## src/rtl/sa_cmd_byte_encoder.sv

```systemverilog
// sa_cmd_byte_encoder: turns one word command into strobed {uart_rw, uart_data} byte frames.
// Optional SA_CMD_CHECKSUM_EN appends an XOR checksum byte to payload frames.
module sa_cmd_byte_encoder #(
    parameter int         GAP_CYCLES    = 0,
    parameter logic [7:0] DATA_ADDR_MIN = 8'hFA
) (
    input  logic        Clock,
    input  logic        rst,
    input  logic        cmd_valid,
    output logic        cmd_ready,
    input  logic [7:0]  cmd_addr,
    input  logic [15:0] cmd_data0,
    input  logic [15:0] cmd_data1,
    input  logic [15:0] cmd_data2,
    input  logic [15:0] cmd_data3,
    output logic        uart_rw,
    output logic [7:0]  uart_data,
    output logic        busy,
    output logic        frame_done
);
    localparam logic [2:0] IDLE = 3'd0, ADDR = 3'd1, PAYLOAD = 3'd2, GAP = 3'd3, DONE = 3'd4;
    localparam logic [3:0] GAP_LAST = 4'(GAP_CYCLES - 1);
    logic [2:0]  state, pend, after;
    logic [3:0]  gcnt;
    logic [7:0]  addr_r, pay_byte;
    logic [63:0] data_r;
    logic        has_pay, last;
`ifdef SA_CMD_CHECKSUM_EN
    logic [3:0] idx;
    logic [7:0] csum;
    always_comb begin
        csum = addr_r;
        for (int i = 0; i < 8; i++) csum = csum ^ data_r[i*8 +: 8];
    end
    // idx 8 is the trailing checksum byte
    assign pay_byte = idx[3] ? csum : data_r[{idx[2:0], 3'b000} +: 8];
    assign last     = idx == 4'd8;
`else
    logic [2:0] idx;
    assign pay_byte = data_r[{idx, 3'b000} +: 8];
    assign last     = idx == 3'd7;
`endif
    assign has_pay    = addr_r >= DATA_ADDR_MIN && addr_r <= 8'hFC;
    assign after      = state == ADDR ? (has_pay ? PAYLOAD : DONE) : (last ? DONE : PAYLOAD);
    assign cmd_ready  = state == IDLE;
    assign busy       = state == ADDR || state == PAYLOAD || state == GAP;
    assign frame_done = state == DONE;
    assign uart_rw    = state == ADDR || state == PAYLOAD;
    assign uart_data  = state == ADDR ? addr_r : state == PAYLOAD ? pay_byte : 8'h00;

    always_ff @(posedge Clock) begin
        if (rst) begin
            state  <= IDLE;
            pend   <= IDLE;
            idx    <= '0;
            gcnt   <= '0;
            addr_r <= '0;
            data_r <= '0;
        end else begin
            case (state)
                IDLE: begin
                    state  <= cmd_valid ? ADDR : IDLE;
                    idx    <= '0;
                    addr_r <= cmd_valid ? cmd_addr : addr_r;
                    data_r <= cmd_valid ? {cmd_data3, cmd_data2, cmd_data1, cmd_data0} : data_r;
                end
                ADDR, PAYLOAD: begin
                    idx   <= state == PAYLOAD ? idx + 1'b1 : idx;
                    gcnt  <= '0;
                    pend  <= after;
                    state <= GAP_CYCLES > 0 ? GAP : after;
                end
                GAP: begin
                    gcnt  <= gcnt + 1'b1;
                    state <= gcnt == GAP_LAST ? pend : GAP;
                end
                default: state <= IDLE;
            endcase
        end
    end
endmodule

```

## config.mk

```make
export PLATFORM = sky130hd
export DESIGN_NAME = sa_cmd_byte_encoder
export DESIGN_NICKNAME = d
export VERILOG_FILES = /design/src/rtl/sa_cmd_byte_encoder.sv
export SDC_FILE = /design/constraint.sdc
export NUM_CORES = 1
export LEC_CHECK = 0
export ABC_AREA = 1
export CELL_PAD_IN_SITES_DETAIL_PLACEMENT = 0
export CELL_PAD_IN_SITES_GLOBAL_PLACEMENT = 1
export CORE_MARGIN = 3
export CORE_UTILIZATION = 36
export CTS_BUF_LIST = sky130_fd_sc_hd__clkbuf_16
export CTS_CLUSTER_DIAMETER = 50
export DETAILED_ROUTE_END_ITERATION = 10
export PLACE_DENSITY = 0.81
export SLEW_MARGIN = 20
export SYNTH_ARGS = -nofsm -noshare
export SYNTH_HDL_FRONTEND = slang
export SYNTH_SLANG_ARGS = --single-unit
```

## constraint.sdc

```tcl
create_clock -name Clock -period 1.8 [get_ports Clock]
set_clock_uncertainty 0.2 [all_clocks]
set_input_delay 0.36 -clock Clock [delete_from_list [all_inputs] [get_ports Clock]]
set_output_delay 0.36 -clock Clock [all_outputs]
set_load 0.02 [all_outputs]
```

# Word level (Yosys, flattened, before mapping)
# Cells that the tools add are included.
# totals
reg_bits,85
latchBits,0
ram_bits,0
mem_bits_ro,0
input_bits,75
output_inout_bits,12
wordCells,38
memories,0
# classes
add_sub_neg,2
n_mul,0
n_div,0
n_lt_le_gt_ge,2
eq_ne,7
shift,1
muxes,11
bitwise_logic,0
n_reduce_logical,9
# ops
operator,n
$shiftx 64x7->8,1
$mux 8,2
$mux 3,5
$pmux 3 s3,1
$ge 8x8->1 const B,1
$le 8x8->1 const B,1
$pmux 4 s2,1
$eq 3x2->1 const B,2
$eq 3x3->1 const B,2
$pmux 3 s2,1
$add 4x1->4 const B,1
$eq 4x4->1 const B,1
$reduce_and 2->1,2
$reduce_bool 2->1,2
$add 3x1->3 const B,1
$eq 3x1->1 const B,1
$logic_not 3->1,1
$logic_or 1x1->1,2
$ne 2x2->1 const B,1
$reduce_or 2->1,1
$logic_and 1x1->1,1
$mux 1,1

# Depth between registers and ports, before layout
# depth
depth_word,5
ltp_mapped,8

# Worst setup path before layout
# OpenSTA, ideal clock, no wires.
# synth_timing
path_type,reg2out
from,register idx[1]
to,output uart_data[1]
t_arrival_ns,1.173
path_slack_ns,0.067
path_stages_with_launch,7
n_path_buf,2
path_cell_list,dfxtp_1 buf_2 clkbuf_1 o211ai_1 nand3_1 nand3_1 nand2_1
# synth_between
elab_chain_len,3
# synth_rtl
item,line,text
start: declaration,39,logic [2:0] idx;
start signal: assignment,68,idx <= state == PAYLOAD ? idx + 1'b1 : idx;
$shiftx 64x7->8,40,"assign pay_byte = data_r[{idx, 3'b000} +: 8];"
$mux 8 (2 in a row),49,assign uart_data = state == ADDR ? addr_r : state == PAYLOAD ? pay_byte : 8'h00;
end: declaration,17,"output logic [7:0] uart_data,"
# No other way between the ends.

# Final worst setup path
# layout_timing
from,register idx[0]
to,output uart_data[3]
# Same word-level chain as after synthesis.

==> key figures <==
Synthesis
  – Sequential share of the synthesized area: 44.6%
  – Yosys warnings: 0
  – Mux cell area share after synthesis: 0%
  – Largest family of logic cells by synthesized area: compound AO/OA/AOI/OAI gates
  – Synth Area in Simple Gates: 19.5%
  – Largest cells by area after synthesis: dfxtp_1 45%, a21oi_1 14%, nand3_1 8.9%
  – Register bit total from synthesis: 84
  – Xor/xnor cell area share of the yosys netlist: 0%
  – Cell variety after synth: 25
  – Average size of a mapped cell: 7.31 um2
  – Area leader, netlist: dfxtp_1
  – Compound-gate portion of the synthesized area: 24.4%
  – Mapped cell area: between 3000 and 4000 um2
  – Synth top area share: approximately 45%
  – Synthesized netlist cell count: ~520
  – Mapped Nets: between 500 and 600
  – Post-Synth Adder-Cell Area: 0.995%

Detailed routing
  – Routed vias: between 3000 and 4000
  – Met1 wire length: 5490 um
  – Highest metal layer with signal wires: met4
  – Drt first-iter violations: 261
  – Residual DRC: 0
  – Routed wl met2: approximately 5500 um
  – Wire per inst: 15.3 um
  – Total wire length: 11900 um
  – WL met3: 701 um
  – Number of vias per cell: 5.08
  – Antenna-violating nets left: 0
  – First drt pass iteration count: 5

GRT
  – GRT Util Overall: 20.2%
  – Grt total ovfl: 0
  – Vias in the first global route: 3795
  – Largest net degree at the start of global routing: 45
  – First-pass GRT wire length: 18300 um
  – Initial antenna violation count: 0

Worst setup path
  – Crit path arrival time: 1.54 ns
  – Crit path max fanout: 13
  – Req. time, crit path: ~1.2 ns
  – Critical path class: reg2out
  – CP startpoint: idx[0]
  – Worst r2r src: state[0]
  – CP startpoint kind: flip-flop
  – Worst setup EP type: output port

Placement
  – Routability cong.: between 0.8 and 0.9
  – Detail Placement HPWL: 8480 um
  – Placed Cells: 757
  – I/O Buffers: 86

Power
  – Comb pwr share: 24.9%
  – Pleak: 2.21 nW
  – P_int: between 0.003 and 0.004 W
  – Peak VDD IR: roughly 0.00053 V
  – Net Switching: 0.00142 W
  – Pwr Density: 894 nW/um2
  – Clock share of power: 32.7%
  – Switch share: between 20% and 30%
  – Sequential share of power: 42.4%

Timing
  – Final worst setup slack: -0.304 ns
  – Rel. slew slack: a little under 70%
  – Final Hold Viols: 0
  – Final TNS setup: -2.25 ns
  – RSZ-0062 raised after global routing: true
  – Worst-Margin Slew: around 0.46 ns
  – Final worst-path cycle share: 117%
  – Final setup violating endpoints: 9
  – Final Max Tran Viols: 0
  – Max Fclk: 0.475 GHz
  – Tmin final: 2.10 ns
  – Hold_ws: around 0.26 ns

Final layout
  – Inserted Diodes: 0
  – Core Util, Final: 55.8%
  – Post-Layout Cell Count: 777
  – Syn-to-layout area delta: 47.9%
  – Filler instances: between 900 and 1000
  – Nets: just over 700
  – Share of cells above drive strength 1: 19.3%
  – Most frequent cells in the layout: 101 x a21oi_1, 79 x dfxtp_1, 75 x nand2_1
  – Most common cell after layout, fill and taps aside: a21oi_1

Clocking
  – H-Tree Depth: 3
  – CTS Hold Buffers Added: 0
  – Worst-path clk slew: 0.06 ns
  – Max clock buf depth: 2
  – TritonCTS clock tree: done
  – Root Driver: clkbuf_16
  – Clk sinks: 84
  – TritonCTS Buffers: 9
  – Clk Latency, worst-skew pair: 0.33 ns

Job
  – Maxcap violations: 0

Die
  – Starting Density: a little under two fifths
  – Die area: 11700 um2
  – Core area: 10000 um2
  – I/O pin cnt: 87
  – Die Width: 108 um
  – Chip Height: 108 um
  – Cell Rows: 36

Hold path
  – Hold Crit Class: reg2reg
  – Hold Startpoint: data_r[42]

Outcome
  – Failing checks: negative setup slack
  – Outcome: complete, but fails checks
[state kept, by name, summed over array words and instances (netlist names)]
name / cells
data_r: 64
addr_r: 8
gcnt: 4
idx: 3
state: 3
pend: 2
[critical path: stages (launching register included)]
cell and delay [ns]:
dfxtp_4 0.38, buf_8 0.15, a21oi_1 0.15, o21ai_0 0.12
nand3_1 0.13, nand3_1 0.08, nand2_1 0.06, buf_4 0.13
[synth_stat cells, drive strengths merged]
cell type  count
clkbuf        15
a21oi        107
o21ai         63
nor3           1
nor2           7
nand4          1
inv           48
ha             3
a31o           1
nand3b         1
buf           23
or2            1
dfxtp         84
nand3         68
o211ai         8
nand2         85
[cells by family after synthesis]
| kind of cell | count (synthesis) |
|---|---|
| AO/OA/AOI/OAI | 179 |
| adder cells (fa/ha/maj) | 3 |
| buffers and inverters | 86 |
| flip-flops | 84 |
| AND/OR/NAND/NOR | 164 |
[power by group through the flow]
stage / clock (W) / combinational (W) / sequential, W
after floorplan: 0 / 0.000588 / 0.00212
after global placement: 0 / 0.00108 / 0.00214
after detailed placement: 0 / 0.00109 / 0.00214
after CTS: 0.00165 / 0.00113 / 0.00211
after global routing: 0.00175 / 0.00136 / 0.00213
final: 0.00163 / 0.00124 / 0.00211
[per-stage QoR]
stage | area, um2 | power (W) | worst slack [ns]
floorplan | 3770 | 0.00271 | 0.0673
finish | 5580 | 0.00498 | -0.304
global placement | 5080 | 0.00322 | -0.451
CTS | 5400 | 0.00490 | -0.300
global route | 5580 | 0.00524 | -0.385
detailed placement | 5080 | 0.00324 | -0.481
[path summary, 6_finish.rpt]
kind                       end  slack (ns)  cells past startpoint
setup / recovery  uart_data[3]       -0.30                      7
hold reg to reg     data_r[42]        0.26                      2
hold / removal      data_r[42]        0.26                      2
setup reg to reg    data_r[38]        0.06                     10
[what timing repair did]
| action | CTS | global route |
|---|---|---|
| setup endpoints to repair | 54 | 30 |
| resized for setup | 93 | 46 |
| buffers inserted | 1 | 1 |
| pin swaps | 12 | 10 |
| gates cloned | 0 | 3 |
[routing by layer]
metal | track usage (%) | vias up
met4 | 6.58 | 0
li1 | - | 2003
met3 | 4.18 | 20
met1 | 27.5 | 1817
met5 | 0 | -
met2 | 32.0 | 110
[layout make-up]
type,count,area (um2),share of cell area (%)
multi-input cells,346,1780,32.0
repair buffers,150,1490,26.7
clock inverters,7,37.5,0.673
clock buffers,9,225,4.04
inverters,48,185,3.32
flip-flops and latches,84,1690,30.4
well taps,133,166,2.98
Note: power is estimated with default switching activity, not from simulation.
